==> config.mk <==
export PLATFORM = sky130hd
export DESIGN_NAME = bp_fetch_lookup
export DESIGN_NICKNAME = d
export VERILOG_FILES = /design/src/rtl/bp_pkg.sv /design/src/rtl/bp_inflight_fifo.sv /design/src/rtl/bp_fetch_lookup.sv
export SDC_FILE = /design/constraint.sdc
export NUM_CORES = 2
export LEC_CHECK = 0
export ABC_CLOCK_PERIOD_IN_PS = 3100
export CAP_MARGIN = 20
export CORE_MARGIN = 1.5
export CORE_UTILIZATION = 64
export CTS_BUF_LIST = sky130_fd_sc_hd__clkbuf_16
export DETAILED_ROUTE_END_ITERATION = 10
export PLACE_DENSITY = 0.78
export SLEW_MARGIN = 20
export SYNTH_ARGS = -nofsm -noshare
export SYNTH_HDL_FRONTEND = slang
export SYNTH_SLANG_ARGS = --single-unit
==> constraint.sdc <==
create_clock -name CLK -period 3.1 [get_ports CLK]
set_input_delay 0.62 -clock CLK [delete_from_list [all_inputs] [get_ports CLK]]
set_output_delay 0.62 -clock CLK [all_outputs]
set_load 0.05 [all_outputs]
==> src/rtl/bp_pkg.sv <==
// Shared types and helpers for the branch predictor fetch path.
// Holds the 2-bit counter encodings, the in-flight entry layout and the
// saturating counter update used when execute resolves a branch.
package bp_pkg;

  typedef enum logic [1:0] {
    SNT = 2'b00,
    WNT = 2'b01,
    WT  = 2'b10,
    ST  = 2'b11
  } ctr_e;

  // The in-flight entry carries the widest index any configuration can use
  // (pc[31:2]); narrower tables zero-extend and the spare bits fold away.
  localparam int BP_IDX_MAX_W = 30;

  typedef struct packed {
    logic [BP_IDX_MAX_W-1:0] idx;
    logic [1:0]              ctr;
    logic                    pred;
  } bp_entry_t;

  function automatic logic [1:0] sat_next(input logic [1:0] ctr, input logic taken);
    logic [1:0] nxt;
    nxt = ctr;
    if (taken) begin
      if (ctr != ST) nxt = ctr + 2'd1;
    end else begin
      if (ctr != SNT) nxt = ctr - 2'd1;
    end
    return nxt;
  endfunction

endpackage

==> src/rtl/bp_inflight_fifo.sv <==
// In-order queue of issued predictions awaiting resolution.
// Occupancy is kept in its own counter so the pointers can simply wrap.
// Flush empties the queue and wins over a same-cycle push.
module bp_inflight_fifo
  import bp_pkg::*;
#(
  parameter int DEPTH = 4
) (
  input  logic                     CLK,
  input  logic                     RESET,
  input  logic                     push,
  input  bp_entry_t                push_entry,
  input  logic                     pop,
  input  logic                     flush,
  output bp_entry_t                head,
  output logic                     full,
  output logic                     empty,
  output logic [$clog2(DEPTH):0]   count
);

  localparam int PW = $clog2(DEPTH);
  localparam int CW = PW + 1;

  bp_entry_t       mem [DEPTH];
  logic [PW-1:0]   wptr;
  logic [PW-1:0]   rptr;
  logic            do_push;
  logic            do_pop;

  assign full    = (count == CW'(DEPTH));
  assign empty   = (count == '0);
  assign do_push = push && !full && !flush;
  assign do_pop  = pop && !empty;
  assign head    = mem[rptr];

  // Pointer and occupancy bookkeeping; flush returns everything to empty.
  always_ff @(posedge CLK or negedge RESET) begin
    if (!RESET) begin
      wptr  <= '0;
      rptr  <= '0;
      count <= '0;
    end else if (flush) begin
      wptr  <= '0;
      rptr  <= '0;
      count <= '0;
    end else begin
      if (do_push) wptr <= wptr + 1'b1;
      if (do_pop)  rptr <= rptr + 1'b1;
      count <= count + CW'(do_push) - CW'(do_pop);
    end
  end

  // Entry storage; contents are only meaningful while counted as occupied.
  always_ff @(posedge CLK) begin
    if (do_push) mem[wptr] <= push_entry;
  end

endmodule

==> src/rtl/bp_fetch_lookup.sv <==
// Fetch-side reader of the 2-bit saturating branch predictor table.
// Looks up a PC, returns a registered prediction one cycle later, queues the
// prediction until execute resolves it, then updates the counter and flags
// mispredicts. A lookup that hits the entry being written gets the new value.
// Optional: define BP_STATS_EN to add the stat_lookups / stat_mispred counters.
module bp_fetch_lookup
  import bp_pkg::*;
#(
  parameter int IDX_W = 10,
  parameter int DEPTH = 4
) (
  input  logic                     CLK,
  input  logic                     RESET,
  input  logic                     req_valid,
  input  logic [31:0]              req_pc,
  output logic                     req_ready,
  output logic                     resp_valid,
  output logic                     resp_taken,
  input  logic                     res_valid,
  input  logic                     res_taken,
  output logic                     mispredict,
  input  logic                     flush,
  output logic [$clog2(DEPTH):0]   inflight_cnt
`ifdef BP_STATS_EN
  ,
  output logic [31:0]              stat_lookups,
  output logic [31:0]              stat_mispred
`endif
);

  localparam int ENTRIES = 2 ** IDX_W;

  logic [1:0]        bp_table [ENTRIES];
  logic [IDX_W-1:0]  lk_idx;
  logic [IDX_W-1:0]  wr_idx;
  logic [1:0]        lk_ctr;
  logic [1:0]        wr_ctr;
  logic              accept;
  logic              push;
  logic              resolve;
  logic              mis_next;
  logic              fifo_full;
  logic              fifo_empty;
  bp_entry_t         head;
  bp_entry_t         push_entry;
  logic              unused_bits;

  assign lk_idx      = req_pc[IDX_W+1:2];
  assign req_ready   = !fifo_full;
  assign unused_bits = ^{req_pc[31:IDX_W+2], req_pc[1:0], head.idx[BP_IDX_MAX_W-1:IDX_W]};

  // Accept/resolve decode, counter update and write-to-read bypass.
  always_comb begin
    accept     = req_valid && req_ready;
    push       = accept && !flush;
    resolve    = res_valid && !fifo_empty;
    wr_idx     = head.idx[IDX_W-1:0];
    wr_ctr     = sat_next(head.ctr, res_taken);
    mis_next   = resolve && (res_taken != head.pred);
    lk_ctr     = bp_table[lk_idx];
    if (resolve && (wr_idx == lk_idx)) lk_ctr = wr_ctr;
    push_entry      = '0;
    push_entry.idx  = BP_IDX_MAX_W'(lk_idx);
    push_entry.ctr  = lk_ctr;
    push_entry.pred = lk_ctr[1];
  end

  bp_inflight_fifo #(
    .DEPTH (DEPTH)
  ) u_fifo (
    .CLK        (CLK),
    .RESET      (RESET),
    .push       (push),
    .push_entry (push_entry),
    .pop        (resolve),
    .flush      (flush),
    .head       (head),
    .full       (fifo_full),
    .empty      (fifo_empty),
    .count      (inflight_cnt)
  );

  // Counter table: all entries start weakly-not-taken; resolve writes the head's index.
  always_ff @(posedge CLK or negedge RESET) begin
    if (!RESET) begin
      for (int i = 0; i < ENTRIES; i++) bp_table[i] <= WNT;
    end else if (resolve) begin
      bp_table[wr_idx] <= wr_ctr;
    end
  end

  // Registered response and mispredict pulse; a flushed accept gives no response.
  always_ff @(posedge CLK or negedge RESET) begin
    if (!RESET) begin
      resp_valid <= 1'b0;
      resp_taken <= 1'b0;
      mispredict <= 1'b0;
    end else begin
      resp_valid <= push;
      resp_taken <= push ? lk_ctr[1] : 1'b0;
      mispredict <= mis_next;
    end
  end

`ifdef BP_STATS_EN
  // Saturating event counters for accepted lookups and mispredict pulses.
  always_ff @(posedge CLK or negedge RESET) begin
    if (!RESET) begin
      stat_lookups <= '0;
      stat_mispred <= '0;
    end else begin
      if (accept && (stat_lookups != 32'hFFFF_FFFF))   stat_lookups <= stat_lookups + 32'd1;
      if (mis_next && (stat_mispred != 32'hFFFF_FFFF)) stat_mispred <= stat_mispred + 32'd1;
    end
  end
`endif

endmodule

# --- Word level (Yosys, flattened, before mapping) ---
# Memories as Yosys holds them, arrays and structs flattened.
# Cells that the tools add are included.
totals:
  wordCells: 1080
  ramBits: 52
  output_inout_bits: 7
  ff_bits: 2058
  input_bits: 38
  memories: 1
memory_table:
  columns: ["memory", "words", "word_bits", "rd", "rd_clocked_by_memory_dff", "wr", "line", "text"]
  rows:
  - ["u_fifo.mem", 4, 13, 1, 0, 1, "bp_inflight_fifo.sv:24", "bp_entry_t mem [DEPTH];"]
op_classes:
  mux: 18
  n_reduce_logical: 16
  n_bitwise: 2
  addsub: 6
  n_lt_le_gt_ge: 3
  n_eq_ne: 4
op_table:
  columns: ["op", "count"]
  rows:
  - ["2048-bit bitwise mux", 1]
  - ["11-bit greater-or-equal comparator (second input constant)", 2]
  - ["2-bit two-way mux", 11]
  - ["10-bit NOT with 11-bit output", 2]
  - ["2-bit binary-select mux with 10-bit select", 1]
  - ["2-bit demux with 10-bit select", 1]
  - ["11-bit by 1-bit < comparator with 1-bit output (second input constant)", 1]
  - ["10-bit equality test", 1]
  - ["1-bit logical AND", 9]
  - ["2-bit by 1-bit adder with 2-bit output (second input constant)", 3]
  - ["2-bit nonzero test", 3]
  - ["3-bit by 1-bit adder with 3-bit output", 1]
  - ["3-bit equality test (second input constant)", 1]
  - ["1-bit logical NOT", 3]
  - ["3-bit logical NOT", 1]
  - ["1-bit two-way mux", 3]
  - ["3-bit two-way mux", 1]
  - ["3-bit by 1-bit subtractor with 3-bit output", 1]
  - ["2-bit != test (second input constant)", 1]
  - ["2-bit by 1-bit subtractor with 2-bit output (second input constant)", 1]
  - ["1-bit != test", 1]

# --- Depth between registers and ports, before layout ---
depth:
  word_depth: 9
  depth_mapped: 14

# --- By module ---
# A second synthesis with hierarchy kept.
unflattened:
  hier_cells: 9285
  area_unflattened_um2: 98978.7
by_module_without_submodules:
  columns: ["mod", "area_each_um2", "cells_each", "instances"]
  rows:
  - ["bp_fetch_lookup", 93636.1, 9064, 1]
  - ["bp_inflight_fifo", 5342.6, 221, 1]

# --- Least setup slack after synthesis ---
# No wires, ideal clock.
synth_timing:
  kind: "input port to flip-flop"
  from: "input req_pc[2]"
  to: "memory u_fifo.mem[0][1] (netlist name), data pin"
  cell_stages: 12
  arrival_time_ns: 2.801
  path_slack_ns: 0.025
  cell_sequence: "buf_6 buf_6 buf_6 buf_2 mux4_2 mux2i_1 nor2_1 nor4_1 o211ai_1 a41o_1 o211ai_2 o21ai_1"
synth_via:
  elab_chain_cells: 5
  elab_cells_between_ends: 7
  classes_between: "eq/ne: 1; mux: 4; bitwise: 1; reduce/logical: 1"
synth_rtl:
  columns: ["element", "line", "text"]
  rows:
  - ["start, declared", "bp_fetch_lookup.sv:15", "input logic [31:0] req_pc,"]
  - ["10-bit NOT with 11-bit output (not written as such)", "bp_fetch_lookup.sv:60", "lk_ctr = bp_table[lk_idx];"]
  - ["2-bit binary-select mux with 10-bit select", "bp_fetch_lookup.sv:60", null]
  - ["2-bit two-way mux (not written as such) (2 in series)", "bp_fetch_lookup.sv:60", null]
  - ["2-bit two-way mux (*)", "bp_fetch_lookup.sv:61", "if (resolve && (wr_idx == lk_idx)) lk_ctr = wr_ctr;"]
  - ["named net lk_ctr[0]", "bp_fetch_lookup.sv:36", "logic [1:0] lk_ctr;"]
  - ["end, declared", "bp_inflight_fifo.sv:24", null]
# The timed path passes the listed nets; every way through them passes the cells marked *. The select of a mux whose other input is x is not followed.

# --- Final worst setup path ---
layout_timing:
  from: "input req_pc[5]"
  to: "memory u_fifo.mem[1][1] (netlist name), data pin"
# Same word-level chain as after synthesis.

==> impl_metrics.json <==
{
  "die_h_um": 397,
  "fin_ws_ps": -86.8,
  "grt_pass1_wl_um": 503000,
  "crit_top_cell": "buf_4",
  "power-per-cell-area_nw_per_um2": 609,
  "cts_buffers": 208,
  "ys_ff_latch": 2106,
  "fin_util": 0.743,
  "place_area_um2": 107000,
  "grt_util_met3": 0.145,
  "synth-edff-count": 48,
  "cp_slowest_cell": "a21oi_1",
  "place.gp.congestion": 1.04,
  "final_cells": 11300,
  "setup_tns_ps": -346,
  "gr-usage-met2": 0.615,
  "synth_nets": 8719,
  "path_cells": "buf_2 > buf_4 > buf_12 > nor2b_1 > buf_4 > nand2_1 > buf_12 > a21oi_1 > buf_4 > nand4b_1 > a22o_1 > o211ai_2 > o21ai_1",
  "fin_nets": 9056,
  "grt_max_degree": 131,
  "drtPass1Iterations": 7,
  "cts.sinks": 2106,
  "crit_arrival_ps": 3860,
  "layout_min_cycle_time_ps": 3190,
  "antenna_found_initial": 15,
  "whs_ps": 343,
  "path_buf_inv": 6,
  "hold_viol_final": 0,
  "ir_drop_mv": 0.668,
  "drive_gt1_frac": 0.361,
  "yosysWarningCount": 0,
  "fmax_ghz": 0.314,
  "fin_crit_sh": 1.03,
  "ant_nets": 0,
  "synth_cell_types": 83,
  "cts_htree_levels": 4,
  "worstMarginPinSlew_ps": 1140,
  "synth_flop_cell": "dfrtp_1",
  "start_util": 0.644,
  "synthArstFlopShare": 0.977,
  "io_buffer_count": 22,
  "post-place-cells": 10800,
  "hpwl_um": 226000,
  "cts_tree": "built",
  "via_per_inst": 6.89,
  "slew_violations": 0,
  "grt-ovfl-total": 0,
  "stdcell_area_um2": 114000,
  "slew_headroom": 0.231,
  "busiest_layer": "met2",
  "syn_to_final_growth_pct": 15.3,
  "worst_ep_required_time_ps": 3770,
  "setup_viol_count_final": 4,
  "drcViolationCount": 0,
  "worstSetupPathType": "input port to flip-flop",
  "syn_avg_cell_area_um2": 11.4,
  "grtUsageTotal": 0.431,
  "fill_cells": 9425,
  "status": "complete, but fails checks",
  "die-area_um2": 157000,
  "critPathCaptureType": "flip-flop",
  "fp-row-count": 144,
  "rsz0062_at_grt": "yes",
  "netlist_instances": 8674,
  "clock_latency_ps": 870,
  "cts_buffer_depth": 3,
  "drt-total-wl_um": 335000,
  "max-cap-violations": 0,
  "syn-cell-area_um2": 99300,
  "grt_pass1_vias": 78500,
  "ios": 45,
  "coreArea_um2": 154000,
  "ff_latch_area_um2": 54200,
  "hold_path.class": "input port to asynchronous set/reset pin",
  "fp.dieW_um": 397,
  "leakagePower_nw": 45.9,
  "vias": 77600,
  "violations": "negative setup slack",
  "skew_ps": 43.0,
  "crit_path_max_incr_delay_ps": 440,
  "cp_top_family": "buffers and inverters",
  "startpoint_type": "input port",
  "global_route.usage.met1": 0.554,
  "multiInputGateArea_um2": 41700,
  "synth-seq-area-share": 0.546,
  "root_buffer": "clkbuf_16",
  "clk_pin_slew_worst_paths_ps": 60,
  "critPathMaxFanout": 12,
  "wire_per_inst_um": 29.8,
  "drt_iter0_markers": 10400
}
==> cells in the mapped netlist (6+ instances only) <==
cell type | instances | share of area
nand4_1 | 18 | 0.0011
nand3_1 | 30 | 0.0015
a221oi_1 | 8 | 0.00071
a2111oi_0 | 10 | 0.00088
and2_1 | 26 | 0.0016
nor2_2 | 14 | 0.00088
nor3_1 | 18 | 0.00091
a211oi_1 | 12 | 0.00091
buf_4 | 38 | 0.0029
xnor2_1 | 14 | 0.0012
dfstp_2 | 1024 | 0.27
o211ai_1 | 9 | 0.00068
inv_1 | 11 | 0.00042
o31ai_1 | 384 | 0.029
nor2_4 | 12 | 0.0014
buf_1 | 21 | 0.00079
nor2_1 | 353 | 0.013
ha_1 | 6 | 0.00076
buf_8 | 10 | 0.0015
a22oi_1 | 89 | 0.0067
clkbuf_1 | 376 | 0.014
nand2b_1 | 19 | 0.0012
nor2b_1 | 23 | 0.0014
a31oi_1 | 23 | 0.0014
mux4_2 | 493 | 0.11
nand2_1 | 1841 | 0.070
o22ai_1 | 38 | 0.0024
a21oi_1 | 50 | 0.0025
o221ai_1 | 16 | 0.0014
a22o_1 | 12 | 0.0011
o21ai_0 | 1402 | 0.071
edfxtp_1 | 48 | 0.015
mux2i_1 | 138 | 0.014
and3_1 | 12 | 0.00076
mux2_2 | 554 | 0.063
buf_2 | 232 | 0.012
dfrtp_1 | 1034 | 0.26
nor4_1 | 10 | 0.00063
buf_6 | 35 | 0.0040
o21ai_1 | 129 | 0.0065
==> power by group <==
part / internal, W / switching (W)
Sequential: 0.0295 / 0.000807
Combinational: 0.00422 / 0.00961
Clock: 0.0142 / 0.0113
Total: 0.0479 / 0.0218
==> path summary, 6_finish.rpt <==
kind / from / end / slack [ps] / depth (start not counted)
worst max-delay path: req_pc[5] / u_fifo.mem[1][1] / -90 / 13
worst max register to register: u_fifo.rptr[0] / bp_table[913] / 20 / 8
min in group CLK: req_valid / u_fifo.wptr[1] / 350 / 3
worst min register to register: bp_table[500] / bp_table[500] / 460 / 2
max in group asynchronous: RESET / bp_table[1036] / 1540 / 4
worst min-delay path: RESET / bp_table[1493] / 340 / 2
==> cells in the final DEF, fill, tap and decap left out, types with 16 or more instances in the layout <==
cell type,count
nor2_1,343
nand2_1,1813
o221ai_1,16
clkinv_1,50
nor2_4,20
dfrtp_1,1033
o21ai_1,127
clkinv_2,31
edfxtp_1,48
a21oi_1,48
and2_1,23
nor3_1,17
clkbuf_16,210
inv_1,67
mux4_2,493
a22oi_1,89
dfstp_2,1024
nor2_2,16
bufinv_16,22
nand3_1,30
a31oi_1,22
mux2_2,554
o31ai_1,383
buf_4,616
buf_12,205
mux2i_1,138
o21ai_0,1402
nor2b_1,16
nand2_2,28
nand2b_1,17
o22ai_1,34
nand4_1,18
==> stage by stage <==
step | setup slack (ps) | total power (W)
floorplan | 25.5 | 0.0373
global placement | -1010 | 0.0435
detailed placement | -1030 | 0.0439
CTS | 1.84 | 0.0690
global route | -19.3 | 0.0713
finish | -86.8 | 0.0696
==> flip-flops by register name, summed over array words and instances, names as in the netlist <==
name,count
resp_valid,1
mispredict,1
bp_table,2048
resp_taken,1
u_fifo.mem,48
u_fifo.rptr,2
u_fifo.wptr,2
u_fifo.count,3
==> repair_timing <==
| action | 4_1_cts | 5_1_grt |
|---|---|---|
| setup endpoints to repair | 425 | 555 |
| hold endpoints to repair | 21 | 0 |
| pin swaps | 2 | 3 |
| setup buffers | 2 | 1 |
| gates resized for setup | 10 | 32 |
| hold buffers | 1 | 0 |
==> area by class of cell <==
class / instances / share of cell area
antenna: 12 / 0.000262
clock buffer: 210 / 0.0459
clock inverter: 187 / 0.0137
inverter: 17 / 0.000580
multi-input combinational: 5835 / 0.365
sequential: 2106 / 0.474
tap: 2044 / 0.0224
timing repair buffer: 843 / 0.0783
==> routing by layer <==
layer	wire length (um)	up-vias
met4	29600	22
met5	150	-
met1	116000	38600
li1	-	31900
met3	46300	1583
met2	143000	5401
==> cell families after synthesis <==
family / synth area share
buf+inv: 0.0365
compound gates: 0.128
mux: 0.189
flops: 0.546
fa+ha+maj: 0.000958
simple gates: 0.0979
xor+xnor: 0.00141
==> worst reg2reg max path, cell delays in order (launching register included) <==
cell,delay (ps)
dfrtp_1,440
buf_12,180
mux4_2,540
buf_4,200
nand2b_1,220
nor2_1,270
nand2_1,340
nor2_1,410
mux2_2,380
Power figures use the tool's default switching activity.
